**src/rtl/fcs_frame_ctrl_if.sv**
```systemverilog
// Requester-side byte-stream bundle for the FCS frame controller.
// master = requesters, slave = frame controller.
interface fcs_frame_ctrl_if #(
    parameter int NUM_REQ = 2
);
    logic [NUM_REQ-1:0]   req;
    logic [NUM_REQ*8-1:0] byte_data;
    logic [NUM_REQ-1:0]   byte_valid;
    logic [NUM_REQ-1:0]   byte_last;
    logic [NUM_REQ-1:0]   byte_ready;
    logic [NUM_REQ-1:0]   grant;

    modport master (
        output req, byte_data, byte_valid, byte_last,
        input  byte_ready, grant
    );

    modport slave (
        input  req, byte_data, byte_valid, byte_last,
        output byte_ready, grant
    );
endinterface

```
**src/rtl/fcs_frame_ctrl.sv**
```systemverilog
// Round-robin frame sequencer feeding a serial 16-bit FCS engine.
// Streams data bits LSB-first, then the engine's 16 FCS bits, as one tx stream.
module fcs_frame_ctrl #(
    parameter int NUM_REQ = 2,
    parameter int IFG     = 4
) (
    input  logic              clock,
    input  logic              reset_n,
    fcs_frame_ctrl_if.slave   rq,
    output logic              fcs_data,
    output logic              fcs_start,
    input  logic              fcs_bit,
    input  logic              fcs_valid,
    output logic              tx_bit,
    output logic              tx_valid,
    output logic              tx_sof,
    output logic              tx_eof,
    output logic              frame_done,
    output logic              frame_err,
    output logic              busy
);
    localparam int IW = (NUM_REQ > 1) ? $clog2(NUM_REQ) : 1;
    localparam int GW = $clog2(IFG) + 1;

    typedef enum logic [2:0] {S_IDLE, S_LOAD, S_SHIFT, S_FCS, S_GAP} state_t;

    state_t               state_reg, state_next;
    logic [IW-1:0]        ptr_reg, ptr_next;
    logic [NUM_REQ-1:0]   grant_reg, grant_next;
    logic [7:0]           shreg_reg, shreg_next;
    logic                 last_reg, last_next;
    logic                 first_reg, first_next;
    logic                 abort_reg, abort_next;
    logic                 errseen_reg, errseen_next;
    logic [2:0]           bitcnt_reg, bitcnt_next;
    logic [3:0]           fcnt_reg, fcnt_next;
    logic [GW-1:0]        gcnt_reg, gcnt_next;
    logic                 tx_bit_reg, tx_valid_reg, tx_sof_reg, tx_eof_reg;
    logic                 frame_done_reg, frame_err_reg;

    logic                 rdy_en;
    logic                 err_pulse;
    logic                 win_found;
    logic [IW-1:0]        win_idx;
    logic [7:0]           lane_byte;
    logic                 lane_valid;
    logic                 lane_last;
    logic [7:0]           lane_bytes [NUM_REQ];

    function automatic logic [IW-1:0] lane_at(input logic [IW-1:0] base, input int k);
        int s;
        s = int'(base) + k;
        if (s >= NUM_REQ) s = s - NUM_REQ;
        return IW'(s);
    endfunction

    // Only the granted lane contributes to the byte mux.
    for (genvar gi = 0; gi < NUM_REQ; gi++) begin : g_lane
        assign lane_bytes[gi] = grant_reg[gi] ? rq.byte_data[8*gi +: 8] : 8'h00;
    end

    always_comb begin
        lane_byte = 8'h00;
        for (int k = 0; k < NUM_REQ; k++) lane_byte = lane_byte | lane_bytes[k];
    end

    assign lane_valid = |(rq.byte_valid & grant_reg);
    assign lane_last  = |(rq.byte_last & grant_reg);

    always_comb begin
        win_found = 1'b0;
        win_idx   = '0;
        for (int k = 0; k < NUM_REQ; k++) begin
            if (!win_found && rq.req[lane_at(ptr_reg, k)]) begin
                win_found = 1'b1;
                win_idx   = lane_at(ptr_reg, k);
            end
        end
    end

    always_comb begin
        state_next   = state_reg;
        ptr_next     = ptr_reg;
        grant_next   = grant_reg;
        shreg_next   = shreg_reg;
        last_next    = last_reg;
        first_next   = first_reg;
        abort_next   = abort_reg;
        errseen_next = errseen_reg;
        bitcnt_next  = bitcnt_reg;
        fcnt_next    = fcnt_reg;
        gcnt_next    = gcnt_reg;
        fcs_start    = 1'b0;
        fcs_data     = 1'b0;
        rdy_en       = 1'b0;
        err_pulse    = 1'b0;
        unique case (state_reg)
            S_IDLE: begin
                if (win_found) begin
                    grant_next   = NUM_REQ'(1) << win_idx;
                    ptr_next     = lane_at(win_idx, 1);
                    abort_next   = 1'b0;
                    errseen_next = 1'b0;
                    state_next   = S_LOAD;
                end
            end
            S_LOAD: begin
                rdy_en = 1'b1;
                if (lane_valid) begin
                    shreg_next  = lane_byte;
                    last_next   = lane_last;
                    bitcnt_next = 3'd0;
                    first_next  = 1'b1;
                    state_next  = S_SHIFT;
                end
            end
            S_SHIFT: begin
                fcs_start   = 1'b1;
                fcs_data    = shreg_reg[0];
                shreg_next  = {1'b0, shreg_reg[7:1]};
                bitcnt_next = bitcnt_reg + 3'd1;
                first_next  = 1'b0;
                if (bitcnt_reg == 3'd7) begin
                    if (last_reg) begin
                        fcnt_next  = 4'd0;
                        state_next = S_FCS;
                    end else begin
                        rdy_en = 1'b1;
                        if (lane_valid) begin
                            // Back-to-back reload keeps fcs_start continuous across bytes.
                            shreg_next  = lane_byte;
                            last_next   = lane_last;
                            bitcnt_next = 3'd0;
                        end else begin
                            abort_next   = 1'b1;
                            errseen_next = 1'b1;
                            err_pulse    = 1'b1;
                            fcnt_next    = 4'd0;
                            state_next   = S_FCS;
                        end
                    end
                end
            end
            S_FCS: begin
                // Runs all 16 cycles even on abort so the engine register drains to zero.
                fcnt_next = fcnt_reg + 4'd1;
                if (!fcs_valid && !errseen_reg) begin
                    err_pulse    = 1'b1;
                    errseen_next = 1'b1;
                end
                if (fcnt_reg == 4'd15) begin
                    gcnt_next  = '0;
                    state_next = S_GAP;
                end
            end
            S_GAP: begin
                gcnt_next = gcnt_reg + GW'(1);
                if (gcnt_reg == GW'(IFG - 1)) begin
                    grant_next = '0;
                    state_next = S_IDLE;
                end
            end
            default: state_next = S_IDLE;
        endcase
    end

    always_ff @(posedge clock or negedge reset_n) begin
        if (!reset_n) begin
            state_reg      <= S_IDLE;
            ptr_reg        <= '0;
            grant_reg      <= '0;
            shreg_reg      <= 8'h00;
            last_reg       <= 1'b0;
            first_reg      <= 1'b0;
            abort_reg      <= 1'b0;
            errseen_reg    <= 1'b0;
            bitcnt_reg     <= 3'd0;
            fcnt_reg       <= 4'd0;
            gcnt_reg       <= '0;
            tx_bit_reg     <= 1'b0;
            tx_valid_reg   <= 1'b0;
            tx_sof_reg     <= 1'b0;
            tx_eof_reg     <= 1'b0;
            frame_done_reg <= 1'b0;
            frame_err_reg  <= 1'b0;
        end else begin
            state_reg      <= state_next;
            ptr_reg        <= ptr_next;
            grant_reg      <= grant_next;
            shreg_reg      <= shreg_next;
            last_reg       <= last_next;
            first_reg      <= first_next;
            abort_reg      <= abort_next;
            errseen_reg    <= errseen_next;
            bitcnt_reg     <= bitcnt_next;
            fcnt_reg       <= fcnt_next;
            gcnt_reg       <= gcnt_next;
            tx_bit_reg     <= (state_reg == S_SHIFT) ? fcs_data :
                              ((state_reg == S_FCS) && !abort_reg) ? fcs_bit : 1'b0;
            tx_valid_reg   <= (state_reg == S_SHIFT) || ((state_reg == S_FCS) && !abort_reg);
            tx_sof_reg     <= (state_reg == S_SHIFT) && first_reg;
            tx_eof_reg     <= (state_reg == S_FCS) && (fcnt_reg == 4'd15) && !abort_reg;
            frame_done_reg <= tx_eof_reg;
            frame_err_reg  <= err_pulse;
        end
    end

    assign rq.byte_ready = rdy_en ? grant_reg : '0;
    assign rq.grant      = grant_reg;
    assign tx_bit        = tx_bit_reg;
    assign tx_valid      = tx_valid_reg;
    assign tx_sof        = tx_sof_reg;
    assign tx_eof        = tx_eof_reg;
    assign frame_done    = frame_done_reg;
    assign frame_err     = frame_err_reg;
    assign busy          = (state_reg != S_IDLE);
endmodule

```
**src/flat_wrapper.sv**
```systemverilog
// flat-port wrapper written by rule: the top's interface ports become plain ports
module fcs_frame_ctrl_flat 
#(
    parameter int NUM_REQ = 2,
    parameter int IFG     = 4
)
  (clock, reset_n, fcs_data, fcs_start, fcs_bit, fcs_valid, tx_bit, tx_valid, tx_sof, tx_eof, frame_done, frame_err, busy, rq_req, rq_byte_data, rq_byte_valid, rq_byte_last, rq_byte_ready, rq_grant);
  fcs_frame_ctrl_if #(.NUM_REQ(NUM_REQ)) rq_i ();
  input  logic clock;
  input  logic reset_n;
  output logic fcs_data;
  output logic fcs_start;
  input  logic fcs_bit;
  input  logic fcs_valid;
  output logic tx_bit;
  output logic tx_valid;
  output logic tx_sof;
  output logic tx_eof;
  output logic frame_done;
  output logic frame_err;
  output logic busy;
  input wire logic [$bits(rq_i.req)-1:0] rq_req;
  input wire logic [$bits(rq_i.byte_data)-1:0] rq_byte_data;
  input wire logic [$bits(rq_i.byte_valid)-1:0] rq_byte_valid;
  input wire logic [$bits(rq_i.byte_last)-1:0] rq_byte_last;
  output wire logic [$bits(rq_i.byte_ready)-1:0] rq_byte_ready;
  output wire logic [$bits(rq_i.grant)-1:0] rq_grant;
  assign rq_i.req = rq_req;
  assign rq_i.byte_data = rq_byte_data;
  assign rq_i.byte_valid = rq_byte_valid;
  assign rq_i.byte_last = rq_byte_last;
  assign rq_byte_ready = rq_i.byte_ready;
  assign rq_grant = rq_i.grant;
  fcs_frame_ctrl #(.NUM_REQ(NUM_REQ), .IFG(IFG)) u_core (.clock(clock), .reset_n(reset_n), .rq(rq_i), .fcs_data(fcs_data), .fcs_start(fcs_start), .fcs_bit(fcs_bit), .fcs_valid(fcs_valid), .tx_bit(tx_bit), .tx_valid(tx_valid), .tx_sof(tx_sof), .tx_eof(tx_eof), .frame_done(frame_done), .frame_err(frame_err), .busy(busy));
endmodule
```
**config.mk**
```make
export PLATFORM = sky130hd
export DESIGN_NAME = fcs_frame_ctrl_flat
export DESIGN_NICKNAME = d
export VERILOG_FILES = /design/src/rtl/fcs_frame_ctrl_if.sv /design/src/rtl/fcs_frame_ctrl.sv /design/src/flat_wrapper.sv
export SDC_FILE = /design/constraint.sdc
export NUM_CORES = 1
export LEC_CHECK = 0
export CORE_MARGIN = 10
export CORE_UTILIZATION = 54
export CTS_CLUSTER_DIAMETER = 200
export DETAILED_ROUTE_END_ITERATION = 10
export HOLD_SLACK_MARGIN = 0.05
export PLACE_DENSITY_LB_ADDON = 0.25
export REMOVE_ABC_BUFFERS = 1
export SETUP_SLACK_MARGIN = 0.15
export SLEW_MARGIN = 5
export SYNTH_ARGS = -nofsm -noshare
export SYNTH_HDL_FRONTEND = slang
export SYNTH_SLANG_ARGS = --single-unit
```
**constraint.sdc**
```tcl
create_clock -name clock -period 2.9 [get_ports clock]
set_input_delay 0.29 -clock clock [delete_from_list [all_inputs] [get_ports clock]]
set_output_delay 0.29 -clock clock [all_outputs]
set_load 0.01 [all_outputs]
```
==> impl_summary.md <==
STA
The max-slew violation total from the final report was 0. Across all setup checks in the final design, the least slack found is 301 ps. The worst-case hold slack is 347 ps. Between clock sinks in the finished design, the worst skew comes to 7.50 ps.

Summed over all failing endpoints, the final setup total negative slack is 0 ps. The number of hold violations in the final report is 0. Headroom to the max-slew limit came out at 0.566. The slew at the pin closest to its max-slew limit is 652 ps. Setup violations remaining at the end of the flow were counted as 0.

Setup repair after global routing left no endpoint under its margin. The final critical path time including I/O delays and setup is roughly 2600 ps. The achievable clock frequency is between 0.3 and 0.4 GHz. Of the available clock period, the critical path in the final layout requires 0.896.

Synth
The count of mapped cells out of synthesis is approximately 180. After synthesis, the share of flip-flops with an asynchronous set or reset is 1.00. Yosys mapped the design onto between 40 and 50 distinct sky130hd cell types. The most common cell in the netlist is sky130_fd_sc_hd__dfrtp_1. The flip-flop and latch count after synthesis is 34. The sequential area share after synthesis is 0.478. The cell accounting for the most synthesized area is sky130_fd_sc_hd__dfrtp_1. The summed instance area of the synthesized netlist is between 1500 and 2000 sq um. A synthesized cell averages ~10 sq um. The most used flip-flop cell after synthesis is sky130_fd_sc_hd__dfrtp_1.

For this run, the number of Yosys warnings is 0. After synthesis, the cell types taking the most area are sky130_fd_sc_hd__dfrtp_1, sky130_fd_sc_hd__a221oi_1, sky130_fd_sc_hd__o21ai_0. The number of enable flip-flop cells after synthesis is 0. In the synthesized netlist, the cells that appear most often are sky130_fd_sc_hd__dfrtp_1, sky130_fd_sc_hd__nand2_1, sky130_fd_sc_hd__o21ai_0, sky130_fd_sc_hd__nor2_1, sky130_fd_sc_hd__a221oi_1. The share of synthesized area in the top cell type comes to 0.478.

Die
The total die area is around 6000 sq um. The die is just under 80 microns wide. In this run the standard cell core region covers approximately 3100 sq um. In this run the core area contains 20 standard-cell rows. During I/O placement, the number of pins put on the boundary was 39. The vertical die dimension is just under 80 microns. For this configuration, the core starts out at a cell density of 0.574.

Worst hold path
The class of the tightest hold or removal check is primary input to async pin.

CTS
The clock latency of the later-clocked register in the worst-skew pair is about 340 ps. CTS built an H-tree with a depth of 2. The count of hold buffers inserted by post-cts repair is 0. The clock input transition at the sequential cells of the worst setup and hold paths is 110 ps. The cell at the root of the clock tree is sky130_fd_sc_hd__clkbuf_4. The clock buffer count from CTS is 5. The maximum clock path buffer count is 2.

The CTS tree is done. The number of clock sinks is 34.

Worst setup path
The number of buffers and inverters on the critical path is 1. The worst setup path is of the register to primary output kind. In this design, the stage delay of the slowest critical-path cell is about 560 ps. The type of destination of the critical path is a primary output.

The top cell family by delay on the critical path is buffers and inverters. The startpoint of the most critical setup path is u_core.bitcnt_reg[0]$_DFFE_PN0P_. The cell type with the highest occurrence count on the critical path is sky130_fd_sc_hd__ha_1. The critical-path maximum fanout is 4. The nature of the critical path startpoint is a register. The critical path goes through ha_1, ha_1, nor3b_2, mux2i_1, nor2_1, and2_1, clkdlybuf4s50_1. The cell with the largest stage delay on the worst path is sky130_fd_sc_hd__clkdlybuf4s50_1. In this run the critical register-to-register path is launched from u_core.state_reg[1]$_DFFE_PN0P_. The required time of the critical path is around 2600 ps. Data on the critical path arrives at its endpoint at ~2300 ps.

GRT
The number of antenna violations at the first check in global routing came to 0. In the global route stage, overall resource usage came out at 0.150. The first global-routing pass estimated roughly 7500 microns of wire.

The via count of the first global-routing pass is roughly 1600. Entering global routing, the biggest net connects 35 pins. The overall overflow remaining after global route is 0.

Drt
Dividing the detail-routed wire length by the instance count gives around 17 microns. The routed wire length is between 4000 and 5000 microns. The first-pass detailed-route iteration total is 5. The initial detailed-routing violation count is about 120. The count of nets left with antenna violations once routing finished came out at 0. The via density per instance is just over 6. The total DRC errors in the routed layout is 0. Detailed routing inserted a total of roughly 1600 vias.

Final layout
The repair_antennas step left the layout with diodes totalling 0. At the end of the flow, the number of nets in the layout was about 250. The post-synthesis to final-layout area growth is 26.6%.

The post-layout instance area is between 2000 and 2500 sq um. The count of placed standard cells in the final layout, fillers left out is between 200 and 300. The register with the most flip-flops in the layout has 8 of them. The fraction of final layout cells sized beyond drive strength 1 is 0.0783.

Placement
Summed over all nets, the half-perimeter wirelength after detailed placement is 3290 microns. In this run the tool buffered the top-level ports with 38 buffer cells. At the end of routability-driven placement, the weighted congestion stood at approximately 0.82.

Timing analysis after detailed placement gives a worst setup slack of about 570 ps. After detailed placement, the design holds a cell count of between 200 and 300. The cell area after placement is ~2200 sq um.

Outcome
The flow ran to the end, and the final reports show no timing, DRC or antenna violations.

Pwr
The power density relative to cell area is ~1000 nW/um^2. The leakage power is ~0.95 nW. VDD sags by at most about 0.57 mV.

Run
The max-capacitance violation count is 0.
-- what timing repair did --
action | in CTS | in global routing
setup buffers | 0 | 0
endpoints found under the setup margin | 0 | 2
gates resized for setup | 0 | 1
-- cell usage in the layout (no fill, tap or decap), types with 2 or more instances in the layout --
cell type                         count
sky130_fd_sc_hd__nor2_1              12
sky130_fd_sc_hd__nand2b_1             2
sky130_fd_sc_hd__a32o_1               3
sky130_fd_sc_hd__a31oi_1              2
sky130_fd_sc_hd__o21a_1               3
sky130_fd_sc_hd__inv_1                5
sky130_fd_sc_hd__o21ai_1              8
sky130_fd_sc_hd__buf_4                3
sky130_fd_sc_hd__nor3_1               5
sky130_fd_sc_hd__and2_1               4
sky130_fd_sc_hd__mux2i_1              3
sky130_fd_sc_hd__nand2_1             17
sky130_fd_sc_hd__a21oi_1              8
sky130_fd_sc_hd__a22oi_1              3
sky130_fd_sc_hd__a22o_1               6
sky130_fd_sc_hd__a21o_1               2
sky130_fd_sc_hd__a221oi_1             9
sky130_fd_sc_hd__nand3_1              2
sky130_fd_sc_hd__clkbuf_4             5
sky130_fd_sc_hd__o22ai_1              2
sky130_fd_sc_hd__clkdlybuf4s50_1     38
sky130_fd_sc_hd__nor3b_2              2
sky130_fd_sc_hd__clkinv_2             2
sky130_fd_sc_hd__o21ai_0             15
sky130_fd_sc_hd__a211oi_1             2
sky130_fd_sc_hd__ha_1                 5
sky130_fd_sc_hd__dfrtp_1             34
-- stage by stage --
| step | utilization | power [mW] |
|---|---|---|
| floorplan | - | 1.48 |
| global placement | 0.700 | 1.81 |
| detailed placement | 0.700 | 1.87 |
| CTS | 0.725 | 2.22 |
| global route | 0.727 | 2.40 |
| finish | 0.727 | 2.22 |
-- final cells by class --
cell class | instances | area, sq um
Sequential cell | 34 | 851
Multi-Input combinational cell | 129 | 850
Fill cell | 253 | 848
Timing Repair Buffer | 41 | 403
Tap cell | 44 | 55.1
Clock inverter | 3 | 40.0
Clock buffer | 5 | 37.5
Inverter | 5 | 18.8
-- worst paths after layout --
| path | endpoint | slack [ps] | cells after the start |
|---|---|---|---|
| setup / recovery | rq_byte_ready[1] | 300 | 7 |
| hold / removal | u_core.fcnt_reg[3]$_DFFE_PN0P_ | 350 | 2 |
| setup reg to reg | u_core.shreg_reg[4]$_DFFE_PN0P_ | 930 | 4 |
| hold reg to reg | u_core.frame_done$_DFF_PN0_ | 390 | 0 |
| max in group asynchronous | u_core.shreg_reg[1]$_DFFE_PN0P_ | 2240 | 2 |
| min in group clock | u_core.frame_done$_DFF_PN0_ | 390 | 0 |
-- routing by layer --
layer	track usage	vias to the layer above	share of wire
li1	-	742	-
met1	0.178	770	0.43
met2	0.248	57	0.50
met3	0.0461	7	0.064
met4	0.0602	0	0.011
met5	0	-	0
-- power by group --
group          total, mW  switching, mW  internal (mW)
clock              0.346          0.168          0.178
combinational      0.990          0.504          0.486
sequential         0.881          0.227          0.654
-- cells by family after synthesis --
kind of cell	synth area share
flip-flops	0.478
adder cells (fa/ha/maj)	0.0351
multiplexers	0.0169
AO/OA/AOI/OAI	0.276
buffers and inverters	0.0478
AND/OR/NAND/NOR	0.146
-- worst register-to-register path, cell delays in order, from the launching register on --
cell                       delay, ps
sky130_fd_sc_hd__dfrtp_1         780
sky130_fd_sc_hd__nor3b_4         400
sky130_fd_sc_hd__o21a_1          430
sky130_fd_sc_hd__a221oi_1        110
sky130_fd_sc_hd__o21ai_1         180
(Power assumes the default switching activity.)
